### config.mk
export PLATFORM = sky130hd
export DESIGN_NAME = ravenoc_link_slice
export DESIGN_NICKNAME = d
export VERILOG_FILES = /design/src/rtl/ravenoc_link_slice_pkg.sv /design/src/rtl/ravenoc_link_slice_vc_fifo.sv /design/src/rtl/ravenoc_link_slice.sv
export SDC_FILE = /design/constraint.sdc
export NUM_CORES = 1
export LEC_CHECK = 0
export ABC_CLOCK_PERIOD_IN_PS = 2500
export CAP_MARGIN = 0
export CORE_MARGIN = 10
export CORE_UTILIZATION = 25
export CTS_BUF_LIST = sky130_fd_sc_hd__clkbuf_16
export CTS_CLUSTER_DIAMETER = 50
export DETAILED_ROUTE_END_ITERATION = 6
export HOLD_SLACK_MARGIN = 0.15
export PLACE_DENSITY_LB_ADDON = 0.2
export SLEW_MARGIN = 15
export SYNTH_ARGS = -nofsm -noshare
export SYNTH_HDL_FRONTEND = slang
export SYNTH_SLANG_ARGS = --single-unit
### constraint.sdc
create_clock -name clk_noc -period 2.5 [get_ports clk_noc]
set_clock_uncertainty 0.15 [all_clocks]
set_input_delay 0.5 -clock clk_noc [delete_from_list [all_inputs] [get_ports clk_noc]]
set_output_delay 0.5 -clock clk_noc [all_outputs]
set_load 0.01 [all_outputs]
### src/rtl/ravenoc_link_slice_pkg.sv
// Shared constants and types for the inter-router link slice.
// The mesh top reads LINK_SLICE_EN to pick a slice or a plain wire per link.
package ravenoc_link_slice_pkg;

    localparam int N_VIRT_CHN       = 2;
    localparam int FLIT_WIDTH       = 34;
    localparam int LINK_SLICE_DEPTH = 2;

    // One bit per mesh link; a set bit places a slice on that link.
    localparam logic [31:0] LINK_SLICE_EN = 32'hFFFF_FFFF;

    function automatic int vc_id_width(input int n_vc);
        return (n_vc > 1) ? $clog2(n_vc) : 1;
    endfunction

    localparam int VC_ID_WIDTH = vc_id_width(N_VIRT_CHN);

    typedef struct packed {
        logic [VC_ID_WIDTH-1:0] vc_id;
        logic [FLIT_WIDTH-1:0]  fdata;
    } s_link_flit_t;

endpackage

### src/rtl/ravenoc_link_slice_vc_fifo.sv
// Single-VC synchronous FIFO for the link slice; head entry is always visible on rd_data.
// Pointers wrap naturally because DEPTH is a power of two.
module ravenoc_link_vc_fifo
    import ravenoc_link_slice_pkg::*;
#(
    parameter int FLIT_W = FLIT_WIDTH,
    parameter int DEPTH  = LINK_SLICE_DEPTH,
    localparam int PTR_W = $clog2(DEPTH),
    localparam int CNT_W = PTR_W + 1
) (
    input  logic              clk_noc,
    input  logic              arst_noc,
    input  logic              push,
    input  logic              pop,
    input  logic [FLIT_W-1:0] wr_data,
    output logic [FLIT_W-1:0] rd_data,
    output logic              full,
    output logic              empty,
    output logic [CNT_W-1:0]  cnt
);

    logic [FLIT_W-1:0] mem [DEPTH];
    logic [PTR_W-1:0]  wr_ptr;
    logic [PTR_W-1:0]  rd_ptr;
    logic              do_push;
    logic              do_pop;

    assign full    = (cnt == CNT_W'(DEPTH));
    assign empty   = (cnt == '0);
    assign do_push = push && !full;
    assign do_pop  = pop && !empty;
    assign rd_data = mem[rd_ptr];

    always_ff @(posedge clk_noc or negedge arst_noc) begin
        if (!arst_noc) begin
            wr_ptr <= '0;
            rd_ptr <= '0;
            cnt    <= '0;
        end else begin
            if (do_push) wr_ptr <= wr_ptr + 1'b1;
            if (do_pop)  rd_ptr <= rd_ptr + 1'b1;
            case ({do_push, do_pop})
                2'b10:   cnt <= cnt + 1'b1;
                2'b01:   cnt <= cnt - 1'b1;
                default: cnt <= cnt;
            endcase
        end
    end

    // Payload storage carries no reset; only occupancy decides what is valid.
    always_ff @(posedge clk_noc) begin
        if (do_push) mem[wr_ptr] <= wr_data;
    end

`ifndef NO_ASSERTIONS
    localparam bit DEPTH_POW2 = (DEPTH >= 2) && ((DEPTH & (DEPTH - 1)) == 0);

    a_depth_pow2: assert property (@(posedge clk_noc) DEPTH_POW2)
        else $error("link fifo DEPTH must be a power of two >= 2");
    a_no_push_full: assert property (@(posedge clk_noc) disable iff (!arst_noc) !(push && full))
        else $error("link fifo push while full");
    a_no_pop_empty: assert property (@(posedge clk_noc) disable iff (!arst_noc) !(pop && empty))
        else $error("link fifo pop while empty");
`endif

endmodule

### src/rtl/ravenoc_link_slice.sv
// Elastic retiming stage on a mesh link: one FIFO per VC upstream, round-robin
// VC arbitration downstream. Ready to the sender comes from registered occupancy only.
module ravenoc_link_slice
    import ravenoc_link_slice_pkg::*;
#(
    parameter int N_VC   = N_VIRT_CHN,
    parameter int FLIT_W = FLIT_WIDTH,
    parameter int DEPTH  = LINK_SLICE_DEPTH
) (
    input  logic                          clk_noc,
    input  logic                          arst_noc,
    input  logic                          in_valid,
    input  logic [vc_id_width(N_VC)-1:0]  in_vc_id,
    input  logic [FLIT_W-1:0]             in_fdata,
    output logic [N_VC-1:0]               in_ready,
    output logic                          out_valid,
    output logic [vc_id_width(N_VC)-1:0]  out_vc_id,
    output logic [FLIT_W-1:0]             out_fdata,
    input  logic [N_VC-1:0]               out_ready,
    output logic                          empty_o
);

    localparam int VC_W  = vc_id_width(N_VC);
    localparam int CNT_W = $clog2(DEPTH) + 1;

    logic [N_VC-1:0]   push;
    logic [N_VC-1:0]   full;
    logic [N_VC-1:0]   empty;
    logic [N_VC-1:0]   cand;
    logic [N_VC-1:0]   grant;
    logic [FLIT_W-1:0] head [N_VC];
    logic [CNT_W-1:0]  cnt  [N_VC];
    logic [VC_W-1:0]   rr_ptr;
    logic [VC_W-1:0]   grant_idx;
    logic [VC_W-1:0]   idx;
    logic              found;
    logic              vc_legal;

    assign vc_legal = (int'(in_vc_id) < N_VC);

    for (genvar v = 0; v < N_VC; v++) begin : g_vc
        assign push[v] = in_valid && vc_legal && (int'(in_vc_id) == v) && !full[v];
        assign cand[v] = !empty[v] && out_ready[v];

        ravenoc_link_vc_fifo #(
            .FLIT_W (FLIT_W),
            .DEPTH  (DEPTH)
        ) u_fifo (
            .clk_noc  (clk_noc),
            .arst_noc (arst_noc),
            .push     (push[v]),
            .pop      (grant[v]),
            .wr_data  (in_fdata),
            .rd_data  (head[v]),
            .full     (full[v]),
            .empty    (empty[v]),
            .cnt      (cnt[v])
        );
    end

    assign in_ready  = ~full;
    assign out_valid = |cand;

    // Search starts just after the last granted VC so every VC gets a turn.
    always_comb begin
        grant     = '0;
        grant_idx = '0;
        found     = 1'b0;
        idx       = '0;
        for (int i = 1; i <= N_VC; i++) begin
            idx = VC_W'((int'(rr_ptr) + i) % N_VC);
            if (!found && cand[idx]) begin
                found     = 1'b1;
                grant[idx] = 1'b1;
                grant_idx = idx;
            end
        end
    end

    // One-hot AND-OR mux; yields zero when nothing is granted.
    always_comb begin
        out_fdata = '0;
        for (int v = 0; v < N_VC; v++) begin
            if (grant[v]) out_fdata = out_fdata | head[v];
        end
    end

    assign out_vc_id = grant_idx;

    always_comb begin
        empty_o = 1'b1;
        for (int v = 0; v < N_VC; v++) begin
            if (cnt[v] != '0) empty_o = 1'b0;
        end
    end

    always_ff @(posedge clk_noc or negedge arst_noc) begin
        if (!arst_noc) begin
            rr_ptr <= VC_W'(N_VC - 1);
        end else if (out_valid) begin
            rr_ptr <= grant_idx;
        end
    end

`ifndef NO_ASSERTIONS
    a_grant_onehot: assert property (@(posedge clk_noc) disable iff (!arst_noc)
        $onehot0(grant) && (out_valid == (|grant)))
        else $error("link slice grant not one-hot");
`endif

endmodule

==> results of run 1 <==
state kept, by name, summed over array words and instances (netlist names):
name / flops
g_vc.u_fifo.mem: 136
rr_ptr: 1
g_vc.u_fifo.cnt: 4
g_vc.u_fifo.wr_ptr: 2
g_vc.u_fifo.rd_ptr: 2
cells in the mapped netlist:
master,instances,area share (%)
a21o_1,1,0.13
buf_2,8,0.70
buf_6,7,1.4
dfrtp_1,8,3.5
dfstp_2,1,0.46
edfxtp_1,136,71
ha_1,2,0.44
inv_1,5,0.33
mux2i_1,69,12
nand2_1,1,0.065
nand2b_1,2,0.22
nand3_1,1,0.087
nand3b_1,1,0.13
nor2_1,6,0.39
nor4_1,1,0.11
o21a_2,1,0.15
o21ai_0,1,0.087
o21ai_2,1,0.15
o21ai_4,1,0.28
o22ai_1,6,0.65
o22ai_2,28,6.1
xnor2_1,8,1.2
xor2_1,2,0.31
critical path: stages (launching register included):
cell and delay [ps]:
dfrtp_1 370, o21a_2 230, buf_4 140, o21ai_4 70
buf_12 270, o22ai_2 140, buf_2 160
metal layers:
| metal | vias up | GRT usage (%) | routed length, um |
|---|---|---|---|
| li1 | 1424 | - | - |
| met1 | 1553 | 11.03 | 5928 |
| met3 | 11 | 3.278 | 600 |
| met2 | 67 | 16.56 | 7023 |
| met4 | 0 | 3.176 | 141 |
| met5 | - | 0 | 0 |
cell type report:
| class | count | area, um2 | area share (%) |
|---|---|---|---|
| clock inverters | 15 | 205.2 | 2.632 |
| well taps | 285 | 356.6 | 4.574 |
| repair buffers | 117 | 1094 | 14.03 |
| multi-input cells | 132 | 1384 | 17.75 |
| clock buffers | 17 | 425.4 | 5.457 |
| inverters | 5 | 18.77 | 0.2407 |
| flip-flops and latches | 145 | 4313 | 55.32 |
stage by stage:
stage	cells	instance area [um2]	hold WS (ps)	setup TNS, ps	util, %
6_report	716	7796	246.1	0	34.43
5_1_grt	716	7796	266.3	-587.0	34.43
4_1_cts	715	7751	241.1	-227.0	34.24
3_5_place_dp	674	7126	355.6	-15180	31.47
3_3_place_gp	674	7126	353.3	-15280	31.47
2_1_floorplan	297	5743	54.41	-42420	-
layout by cell type (no fill, tap or decap), types with 4 or more instances in the layout:
cell type | Yosys | final
o22ai_2 | 28 | 24
dlygate4sd2_1 | 0 | 4
clkbuf_16 | 0 | 17
dfrtp_1 | 8 | 6
o22ai_4 | 0 | 5
nor2_4 | 0 | 4
edfxtp_1 | 136 | 136
buf_2 | 8 | 29
xnor2_1 | 8 | 8
clkdlybuf4s50_1 | 0 | 40
buf_4 | 0 | 22
bufinv_16 | 0 | 4
buf_6 | 7 | 10
inv_6 | 0 | 4
inv_1 | 5 | 5
mux2i_1 | 69 | 69
o22ai_1 | 6 | 5
buf_12 | 0 | 11
timing repair:
item | 4_1_cts | 5_1_grt
setup endpoints to repair | 36 | 17
resized for setup | 153 | 11
cloned | 1 | 0
buffers inserted | 8 | 2
pin swaps | 1 | 7
logic make-up after synthesis:
| logic type | Yosys count | share of synthesized area, % |
|---|---|---|
| AO/OA/AOI/OAI | 39 | 7.560 |
| XOR/XNOR | 10 | 1.525 |
| adder cells (fa/ha/maj) | 2 | 0.4357 |
| buffers and inverters | 20 | 2.397 |
| flip-flops | 145 | 75.05 |
| multiplexers | 69 | 12.03 |
| AND/OR/NAND/NOR | 12 | 1.002 |
path summary, 6_finish.rpt:
| check | start | end | slack [ps] | cells after the start |
|---|---|---|---|---|
| setup / recovery | g_vc[0].u_fifo.cnt[1] | out_fdata[19] | 40 | 6 |
| hold / removal | arst_noc | g_vc[0].u_fifo.rd_ptr | 250 | 1 |
| setup reg to reg | g_vc[0].u_fifo.cnt[1] | g_vc[0].u_fifo.cnt[1] | 490 | 8 |
| hold reg to reg | rr_ptr | rr_ptr | 370 | 1 |
| max in group asynchronous | arst_noc | g_vc[1].u_fifo.rd_ptr | 1620 | 1 |
| min in group clk_noc | rr_ptr | rr_ptr | 370 | 1 |
power breakdown:
part | leakage, nW | switching, W | internal [W]
clock | 0.308 | 0.00104 | 0.00169
sequential | 1.34 | 0.000161 | 0.00306
combinational | 1.21 | 0.00163 | 0.00151
==> flow_metrics.env, run 1 <==
export IMPL_rsz0062_at_grt="yes"
export IMPL_drt_wl_total_um=13690
export IMPL_drcViolationCount=0
export IMPL_synth_nets=339
export IMPL_synthDistinctLibCells=23
export IMPL_pre_cts_ws_ps=-487.9
export IMPL_leakage_nw=2.867
export IMPL_fin_crit_ps=2459
export IMPL_cts_buffer_depth=2
export IMPL_power_density_mw_per_mm2=1165
export IMPL_die_area_mm2=0.02943
export IMPL_fillers=2161
export IMPL_grt_pass1_wl_um=20670
export IMPL_setup_violations=0
export IMPL_io_buffers=78
export IMPL_fin_ws_ps=40.69
export IMPL_cts_tree="built"
export IMPL_core_mm2=0.02264
export IMPL_timing_hold_violations_final=0
export IMPL_grt_pass1_vias=3466
export IMPL_cts_buffers=17
export IMPL_track_usage_pct=9.660
export IMPL_start_kind="register"
export IMPL_via_per_inst=4.267
export IMPL_drt_first_pass_iters=4
export IMPL_grt_max_degree=26
export IMPL_place_congestion=0.6929
export IMPL_dp_hpwl_um=8589
export IMPL_final_period_utilization_pct=98.37
export IMPL_hp_class="in -> async"
export IMPL_worstSkewPairLatency_ps=420
export IMPL_root_buffer="clkbuf_16"
export IMPL_die_h_um=171.6
export IMPL_ir_drop_mv=0.4699
export IMPL_overflow=0
export IMPL_outcome="finished clean"
export IMPL_die_x_um=171.6
export IMPL_worst_pin_slew_ps=445.7
export IMPL_cp_max_fo=25
export IMPL_ys_seq_area_share_pct=75.05
export IMPL_cts_sinks=145
export IMPL_ys_ff_latch=145
export IMPL_rows=55
export IMPL_area_growth_pct=35.75
export IMPL_fmax_mhz=406.6
export IMPL_p_total_w=0.009079
export IMPL_criticalPathCategory="reg -> out"
export IMPL_synth_cells=297
export IMPL_nNetsFinal=460
export IMPL_drt_iter0_drc=113
export IMPL_cts_max_level=4
export IMPL_relSlewSlack_pct=70.19
export IMPL_avgSynthCellArea_um2=19.34
export IMPL_start_util_pct=25.37
export IMPL_drt_wirelength_per_cell_um=19.12
export IMPL_end_kind="output pin"
export IMPL_arrival_ps=1810
export IMPL_ant_nets=0
export IMPL_maxCapViolCount=0
export IMPL_yosys_warnings=0
export IMPL_cp_required_ps=1850
export IMPL_antenna_found_initial=0
export IMPL_clk_pin_slew_ps=60
export IMPL_vias=3055
export IMPL_io_pins=79
export IMPL_n_antenna_cell=0
export IMPL_drv_slew=0
export IMPL_cts_hold_buffers_added=0
export IMPL_drive_above_1_share_pct=33.41
export IMPL_synth_area_mm2=0.005743
Power figures use the tool's default switching activity.
==> run 2: changes to the inputs <==
--- a/constraint.sdc
+++ b/constraint.sdc
@@ -3,3 +3,3 @@
 set_input_delay 0.5 -clock clk_noc [delete_from_list [all_inputs] [get_ports clk_noc]]
 set_output_delay 0.5 -clock clk_noc [all_outputs]
-set_load 0.01 [all_outputs]
+set_load 0.1 [all_outputs]
==> flow_metrics.env, run 2 (synthesis results as in run 1) <==
export IMPL_outcome="complete, but fails checks"
export IMPL_violations="negative setup slack"
export IMPL_cts_tree="built"
export IMPL_antenna_found_initial=1
export IMPL_die_x_um=171.6
export IMPL_crit_start="g_vc[0].u_fifo.cnt[0]"
export IMPL_cp_max_fo=8
export IMPL_area_growth_pct=51.15
export IMPL_dp_cells=673
export IMPL_layout_commonest_cell="edfxtp_1"
export IMPL_drt_iter0_drc=84
export IMPL_track_usage_pct=10.08
export IMPL_cts_sinks=145
export IMPL_drt_wirelength_per_cell_um=19.41
export IMPL_critPathMaxStageDelay_ps=420
export IMPL_ant_nets=0
export IMPL_hp_class="in -> async"
export IMPL_largest_reg_flops=136
export IMPL_timing_hold_violations_final=0
export IMPL_die_area_mm2=0.02943
export IMPL_leakage_nw=3.067
export IMPL_rows=55
export IMPL_cp_depth=5
export IMPL_die_h_um=171.6
export IMPL_largest_register="g_vc.u_fifo.mem"
export IMPL_drive_above_1_share_pct=38.78
export IMPL_place_congestion=0.6999
export IMPL_cts_buffer_depth=2
export IMPL_worst_pin_slew_ps=428.6
export IMPL_crit_top_cell="buf_12"
export IMPL_grt_max_degree=22
export IMPL_core_mm2=0.02264
export IMPL_start_kind="register"
export IMPL_cp_required_ps=1850
export IMPL_grt_pass1_vias=3477
export IMPL_io_pins=79
export IMPL_root_buffer="clkbuf_16"
export IMPL_worstSkewPairLatency_ps=410
export IMPL_drcViolationCount=0
export IMPL_arrival_ps=1960
export IMPL_dp_hpwl_um=8416
export IMPL_fmax_mhz=383.3
export IMPL_cts_hold_buffers_added=0
export IMPL_fin_cells=727
export IMPL_relSlewSlack_pct=71.34
export IMPL_drt_wl_total_um=14110
export IMPL_final_cell_mix="edfxtp_1 (136), mux2i_1 (69), buf_12 (53), clkdlybuf4s50_1 (37), o22ai_4 (30)"
export IMPL_cpMaxStageDelayCell="dfrtp_2"
export IMPL_reg2reg_depth=10
export IMPL_drv_slew=0
export IMPL_biggestRegsByFlops="g_vc.u_fifo.mem: 136 flops, g_vc.u_fifo.cnt: 4 flops"
export IMPL_pre_cts_ws_ps=-196.7
export IMPL_fin_util_pct=38.34
export IMPL_ir_drop_mv=0.6947
export IMPL_end_kind="output pin"
export IMPL_maxCapViolCount=0
export IMPL_p_total_w=0.01265
export IMPL_setup_violations=34
export IMPL_r2r_start="g_vc[1].u_fifo.cnt[0]"
export IMPL_power_density_mw_per_mm2=1458
export IMPL_fin_crit_ps=2609
export IMPL_criticalPathCategory="reg -> out"
export IMPL_drt_first_pass_iters=4
export IMPL_cts_max_level=4
export IMPL_timing_critical_path_max_delay_family="compound AO/OA/AOI/OAI gates"
export IMPL_rsz0062_at_grt="yes"
export IMPL_clk_pin_slew_ps=60
export IMPL_final_period_utilization_pct=104.4
export IMPL_via_per_inst=4.274
export IMPL_overflow=0
export IMPL_fin_hold_ws_ps=240.3
export IMPL_crit_chain="o21a_4 -> a21o_4 -> buf_12 -> o22ai_4 -> buf_12"
export IMPL_cts_buffers=17
export IMPL_nNetsFinal=470
export IMPL_start_util_pct=25.37
export IMPL_critPathBufInv=2
export IMPL_grt_pass1_wl_um=21400
export IMPL_io_buffers=78
export IMPL_fin_ws_ps=-109.0
export IMPL_vias=3107
==> run 2: changes by cell type in the layout (fill, tap and decap cells not counted), moves of 4 or more <==
cell | before | now
buf_2 | 29 | 0
o22ai_1 | 5 | 1
dfrtp_2 | 2 | 6
o22ai_4 | 5 | 30
dfrtp_1 | 6 | 2
o22ai_2 | 24 | 3
buf_12 | 11 | 53
==> run 2: where the power goes <==
group | switching (W) | internal (W) | total (W)
clock network | 0.00101 | 0.00138 | 0.00239
logic | 0.00430 | 0.00276 | 0.00706
registers | 0.000144 | 0.00306 | 0.00321
==> run 2: final timing paths <==
kind | end | slack [ps]
worst max-delay path | out_fdata[26] | -110
worst min-delay path | g_vc[1].u_fifo.cnt[1] | 240
worst max register to register | g_vc[1].u_fifo.cnt[1] | 410
worst min register to register | g_vc[1].u_fifo.wr_ptr | 410
max in group asynchronous | rr_ptr | 1630
min in group clk_noc | g_vc[1].u_fifo.wr_ptr | 410
==> run 2: per-stage QoR <==
stage	cell area (um2)	setup TNS, ps
2_1_floorplan	5995	-4054
3_3_place_gp	7761	-3903
3_5_place_dp	7761	-3852
4_1_cts	8622	-3249
5_1_grt	8681	-4769
6_report	8681	-1948
==> run 2: repair_timing <==
action,in CTS,in global routing
buffers inserted,19,0
pin swaps,14,15
resized for setup,22,9
cloned,3,1
endpoints found under the setup margin,35,35
==> run 2: layout make-up <==
class / instances / area (um2)
Multi-Input combinational cell: 133 / 1629
Antenna cell: 1 / 2.502
Fill cell: 2052 / 13960
Inverter: 5 / 18.77
Timing Repair Buffer: 126 / 1795
Tap cell: 285 / 356.6
Clock inverter: 15 / 135.1
Sequential cell: 145 / 4318
Clock buffer: 17 / 425.4
==> run 2: worst reg2reg max path, stage by stage, from the launching register on <==
cell and delay (ps):
dfrtp_2 430, o21ai_4 210, buf_4 150, buf_4 100, a21o_4 110, buf_6 110
buf_4 110, inv_1 40, ha_1 310, nor2_1 140, xor2_1 150
==> run 2: routing by layer <==
metal	routed length (um)	GRT usage, %
met1	5797	11.04
met3	550	3.186
met5	0	0
met4	213	4.612
met2	7553	17.43
==> run 3: changes to the inputs <==
DONT_BUFFER_PORTS = 1   (was unset)
==> flow_metrics.env, run 3 (synthesis results as in run 1) <==
export IMPL_outcome="complete, but fails checks"
export IMPL_violations="negative setup slack"
export IMPL_criticalPathCategory="reg -> out"
export IMPL_overflow=0
export IMPL_cts_tree="built"
export IMPL_final_cell_area_mm2=0.008309
export IMPL_io_buffers=0
export IMPL_worst_pin_slew_ps=464.1
export IMPL_relSlewSlack_pct=68.96
export IMPL_track_usage_pct=9.942
export IMPL_timing_hold_violations_final=0
export IMPL_via_per_inst=4.289
export IMPL_drt_wl_total_um=13680
export IMPL_drt_first_pass_iters=4
export IMPL_root_buffer="clkbuf_16"
export IMPL_die_area_mm2=0.02943
export IMPL_vias=3002
export IMPL_fin_hold_ws_ps=245.4
export IMPL_maxCapViolCount=0
export IMPL_drcViolationCount=0
export IMPL_drive_above_1_share_pct=34.78
export IMPL_ant_nets=0
export IMPL_fin_crit_ps=2522
export IMPL_start_util_pct=25.37
export IMPL_fmax_mhz=396.6
export IMPL_fin_ws_ps=-21.73
export IMPL_setup_violations=21
export IMPL_placed_cell_area_mm2=0.007224
export IMPL_cts_buffer_depth=2
export IMPL_final_cell_mix="edfxtp_1 (136), mux2i_1 (69), buf_12 (40), dlygate4sd3_1 (36), o22ai_4 (32)"
export IMPL_nNetsFinal=443
export IMPL_cts_max_level=4
export IMPL_cp_max_fo=7
export IMPL_cts_buffers=17
export IMPL_largest_register="g_vc.u_fifo.mem"
export IMPL_critPathBufInv=2
export IMPL_end_kind="output pin"
export IMPL_start_kind="register"
export IMPL_drt_wirelength_per_cell_um=19.55
export IMPL_biggestRegsByFlops="g_vc.u_fifo.mem: 136 flops, g_vc.u_fifo.cnt: 4 flops"
export IMPL_timing_critical_path_max_delay_family="compound AO/OA/AOI/OAI gates"
export IMPL_clk_pin_slew_ps=60
export IMPL_die_h_um=171.6
export IMPL_cp_required_ps=1850
export IMPL_hp_class="in -> reg"
export IMPL_grt_max_degree=28
export IMPL_cpMaxStageDelayCell="dfrtp_1"
export IMPL_r2r_start="g_vc[0].u_fifo.cnt[1]"
export IMPL_critPathMaxStageDelay_ps=390
export IMPL_io_pins=79
export IMPL_crit_start="g_vc[0].u_fifo.cnt[1]"
export IMPL_crit_chain="o21a_2 -> a21o_4 -> buf_16 -> o22ai_4 -> buf_12"
export IMPL_drt_iter0_drc=63
export IMPL_worstSkewPairLatency_ps=420
export IMPL_rsz0062_at_grt="yes"
export IMPL_die_x_um=171.6
export IMPL_core_mm2=0.02264
export IMPL_largest_reg_flops=136
export IMPL_antenna_found_initial=1
export IMPL_rows=55
export IMPL_dp_hpwl_um=8285
export IMPL_area_growth_pct=44.68
export IMPL_layout_commonest_cell="edfxtp_1"
export IMPL_grt_pass1_wl_um=20940
export IMPL_cts_sinks=145
export IMPL_drv_slew=0
export IMPL_final_period_utilization_pct=100.9
export IMPL_arrival_ps=1870
export IMPL_place_congestion=0.7159
export IMPL_grt_pass1_vias=3285
export IMPL_min_from="out_ready[0]"
==> run 3: changes by cell type in the layout (fill, tap and decap cells not counted), sizes merged, moves of 2 or more <==
| cell | delta |
|---|---|
| clkdlybuf4s50 | -37 |
| dlygate4sd3 | +36 |
| buf | -22 |
| clkinv | -3 |
| dlygate4sd2 | -2 |
==> run 3: final timing paths <==
kind,slack (ps),cells after the start,to
setup reg to reg,400,6,g_vc[0].u_fifo.mem[1][18]
hold reg to reg,370,1,rr_ptr
max in group asynchronous,1540,1,g_vc[1].u_fifo.cnt[1]
setup / recovery,-20,5,out_fdata[33]
hold / removal,250,3,rr_ptr
min in group asynchronous,320,1,g_vc[0].u_fifo.cnt[0]
==> run 3: worst register-to-register path: stages, from the launching register on <==
cell and delay (ps):
dfrtp_1 390, buf_4 130, buf_4 150, nand2b_2 80, nand3b_1 270, nor2_4 180
buf_4 370
==> run 3: cell type report <==
cell class,count,area [um2]
multi-input cells,132,1638
diodes,1,2.502
clock buffers,17,425.4
inverters,5,18.77
flip-flops and latches,145,4315
well taps,285,356.6
fillers,2071,14330
repair buffers,100,1409
clock inverters,15,143.9
==> run 3: stage by stage <==
step / setup TNS, ps / setup slack [ps] / std cells / util [%]
after global routing: -2620 / -105.9 / 700 / 36.70
after global placement: 0 / 213.8 / 625 / 31.91
after CTS: -1079 / -80.89 / 698 / 36.57
after floorplan: -4054 / -618.4 / 297 / -
final: -180.6 / -21.73 / 700 / 36.70
after detailed placement: 0 / 175.6 / 625 / 31.91
==> run 3: layer usage <==
metal / vias to the layer above / track usage (%) / wire [um]
met5: - / 0 / 0
met4: 0 / 3.743 / 189
met3: 16 / 3.369 / 641
met2: 61 / 16.80 / 7139
met1: 1527 / 11.39 / 5713
li1: 1398 / - / -
==> run 3: timing repair <==
| item | 4_1_cts | 5_1_grt |
|---|---|---|
| setup buffers | 3 | 1 |
| gates cloned | 2 | 0 |
| gates resized for setup | 12 | 3 |
| pin swaps | 9 | 3 |
| hold endpoints to repair | 146 | 0 |
| setup endpoints to repair | 35 | 34 |
| hold buffers | 36 | 0 |
Power of run 3 is not shown: default switching activity piles up to over one toggle a cycle in this logic, so the estimate is an artifact.
==> variant (flow settings as in run 3) <==
Reset style: synchronous (`arst_noc`), changed in 2 clocked blocks.
--- a/src/rtl/ravenoc_link_slice_vc_fifo.sv
+++ b/src/rtl/ravenoc_link_slice_vc_fifo.sv
@@ -32,5 +32,5 @@
     assign rd_data = mem[rd_ptr];
 
-    always_ff @(posedge clk_noc or negedge arst_noc) begin
+    always_ff @(posedge clk_noc) begin
         if (!arst_noc) begin
             wr_ptr <= '0;
--- a/src/rtl/ravenoc_link_slice.sv
+++ b/src/rtl/ravenoc_link_slice.sv
@@ -95,5 +95,5 @@
     end
 
-    always_ff @(posedge clk_noc or negedge arst_noc) begin
+    always_ff @(posedge clk_noc) begin
         if (!arst_noc) begin
             rr_ptr <= VC_W'(N_VC - 1);
Function: differs if arst_noc is asserted again (counterexample within 4 cycles, from zero or initial values and one cycle with arst_noc low); with arst_noc held inactive, the same outputs for 4 cycles.
==> variant against run 3 <==
Design area is 1.4% higher. Via count is 4.9% higher. Routed wire length is 2.8% higher. Area after synthesis is 2.0% higher. Sequential cell count is 2 higher. Critical path depth stayed put. Setup slack better by 0.039 ns. Critical endpoint is now out_fdata[19].
==> variant: results (changes against run 3) <==
* Fin nets at 459 (was 443)
* Sequential power share at around 28%
* Post-synth top cells: edfxtp_1 (136), mux2i_1 (72), o22ai_2 (29) (was edfxtp_1 (136), mux2i_1 (69), o22ai_2 (28))
* Worst Hold Endpoint: g_vc[1].u_fifo.wr_ptr (was rr_ptr)
* CTS Root Cell: clkbuf_16 (unchanged)
* Antenna violations before repair at 2 (was 1)
* Total track usage at 9.473% (was 9.942%)
* CP max stage delay at 0.35 ns (was 0.39 ns)
* LEAKAGE at approximately 2.7 nW
* R2R Path Start: g_vc[1].u_fifo.cnt[1] (was g_vc[0].u_fifo.cnt[1])
* Hpwl dp at 8524 um (was 8285 um)
* Final hold slack at 0.1758 ns (was 0.2454 ns)
* DR WL/cell at 18.90 um (was 19.55 um)
* VDD IR-drop max at slightly above 0.0006 V
* Placed Area at 0.007301 mm2 (was 0.007224 mm2)
* Hold Startpoint: in_valid (was out_ready[0])
* Layout cell share with drive strength beyond 1 at 32.17% (was 34.78%)
* First-pass GRT wire length at 21360 um (was 20940 um)
* P&R area growth vs syn at 43.93% (was 44.68%)
* Regs by FF count: g_vc.u_fifo.mem x136, g_vc.u_fifo.cnt x4 (unchanged)
* Syn nets at 359 (was 339)
* Reg-to-reg slack, setup at 0.25 ns (was 0.40 ns)
* Iter 0 DRT Violations at 116 (was 63)
* Pint at roughly 6.2 mW
* Fillers at 2184 (was 2071)
* Arrival time worst endpoint at 1.83 ns (was 1.87 ns)
* Sequential element share of the synthesized area at 73.50% (was 75.05%)
* Worst slew pin tran at 0.4078 ns (was 0.4641 ns)
* Comb pwr at between 5 and 6 mW
* RR Endpoint: g_vc[1].u_fifo.cnt[1] (was g_vc[0].u_fifo.mem[1][18])
* Synth warn at 0 (unchanged)
* Worst R2R Path Depth at 7 (was 6)
* Routability Congestion at 0.6835 (was 0.7159)
* # DRC at 0 (unchanged)
* H-tree levels at 4 (unchanged)
* IO buf count at 0 (unchanged)
* Synth unique cells at 29 (was 23)
* Status: completed (was complete, but fails checks)
* Pin count of the biggest net entering global routing at 35 (was 28)
* Vias in the first global route at 3480 (was 3285)
* Post-synth ARST share at 0% (was 6.207%)
* Slowest-stage cell, CP: dfxtp_4 (was dfrtp_1)
* Hold Path Depth at 2 (was 3)
* Largest fanout on the critical path at 8 (was 7)
* DR vias at 3149 (was 3002)
* Area contributors post-synth: edfxtp_1 (70%), mux2i_1 (12%), o22ai_2 (6.2%) (was edfxtp_1 (71%), mux2i_1 (12%), o22ai_2 (6.1%))
[variant: changes by cell type in the layout (fill, tap and decap cells not counted), sizes merged, moves of 2 or more]
| cell | delta |
|---|---|
| dfrtp | -8 |
| inv | +5 |
| xnor2 | -6 |
| nand2b | +3 |
| or3 | +3 |
| a21oi | +4 |
| dfxtp | +11 |
| mux2i | +3 |
| o21ai | +3 |
| nand2 | +2 |
| buf | -6 |
| clkbuf | +2 |
[variant: layer usage]
layer  up-vias  global-route usage (%)  wire length [um]
li1       1465                       -                 -
met1      1616                   11.15              6225
met2        57                   15.93              7172
met3        11                   3.006               503
met4         0                   3.342               162
met5         -                       0                 0
[variant: metrics by stage]
step | setup TNS (ns) | setup slack, ns | cells
floorplan | -2.933 | -0.5374 | 317
global placement | 0 | 0.2676 | 671
detailed placement | 0 | 0.1952 | 671
CTS | -1.615 | -0.06512 | 738
global route | -1.427 | -0.05459 | 743
finish | 0 | 0.01725 | 744
[variant: worst max path at each step]
| stage | start | endpoint | cells after the start |
|---|---|---|---|
| floorplan | out_ready[0] | out_fdata[0] | 4 |
| global placement | g_vc[1].u_fifo.cnt[1] | g_vc[1].u_fifo.cnt[1] | 7 |
| detailed placement | g_vc[1].u_fifo.cnt[1] | g_vc[1].u_fifo.cnt[1] | 7 |
| CTS | g_vc[0].u_fifo.cnt[1] | out_fdata[27] | 5 |
| global route | g_vc[0].u_fifo.cnt[1] | out_fdata[12] | 5 |
| finish | g_vc[0].u_fifo.cnt[1] | out_fdata[19] | 5 |
[variant: timing repair]
item	in CTS	in global routing
endpoints found under the hold margin	141	0
pin swaps	3	19
hold buffers	36	0
resized for setup	19	5
setup buffers	0	2
endpoints found under the setup margin	35	35
cloned	0	2
[variant: cell type report]
| cell class | count | share of cell area [%] |
|---|---|---|
| sequential | 147 | 51.19 |
| antenna | 2 | 0.05938 |
| inverter | 9 | 0.4008 |
| clock inverter | 14 | 1.826 |
| timing repair buffer | 96 | 16.45 |
| multi-input combinational | 146 | 20.38 |
| tap | 313 | 4.647 |
| clock buffer | 17 | 5.048 |
[variant: cells by family (layout without fill, tap and decap cells)]
logic type	after synthesis	in the layout	synth area share, %
compound gates	48	48	8.526
xor+xnor	4	4	0.5984
fa+ha+maj	2	2	0.4273
buf+inv	24	136	2.863
flops	147	147	73.50
mux	72	72	12.31
other cells	0	2	0
simple gates	20	20	1.774
[variant: worst register-to-register path, cell delays in order, from the launching register on]
cell	delay, ns
dfxtp_4	0.37
o21ai_4	0.22
a21o_4	0.22
clkbuf_16	0.23
inv_1	0.11
ha_1	0.35
or3_1	0.35
a21oi_1	0.16
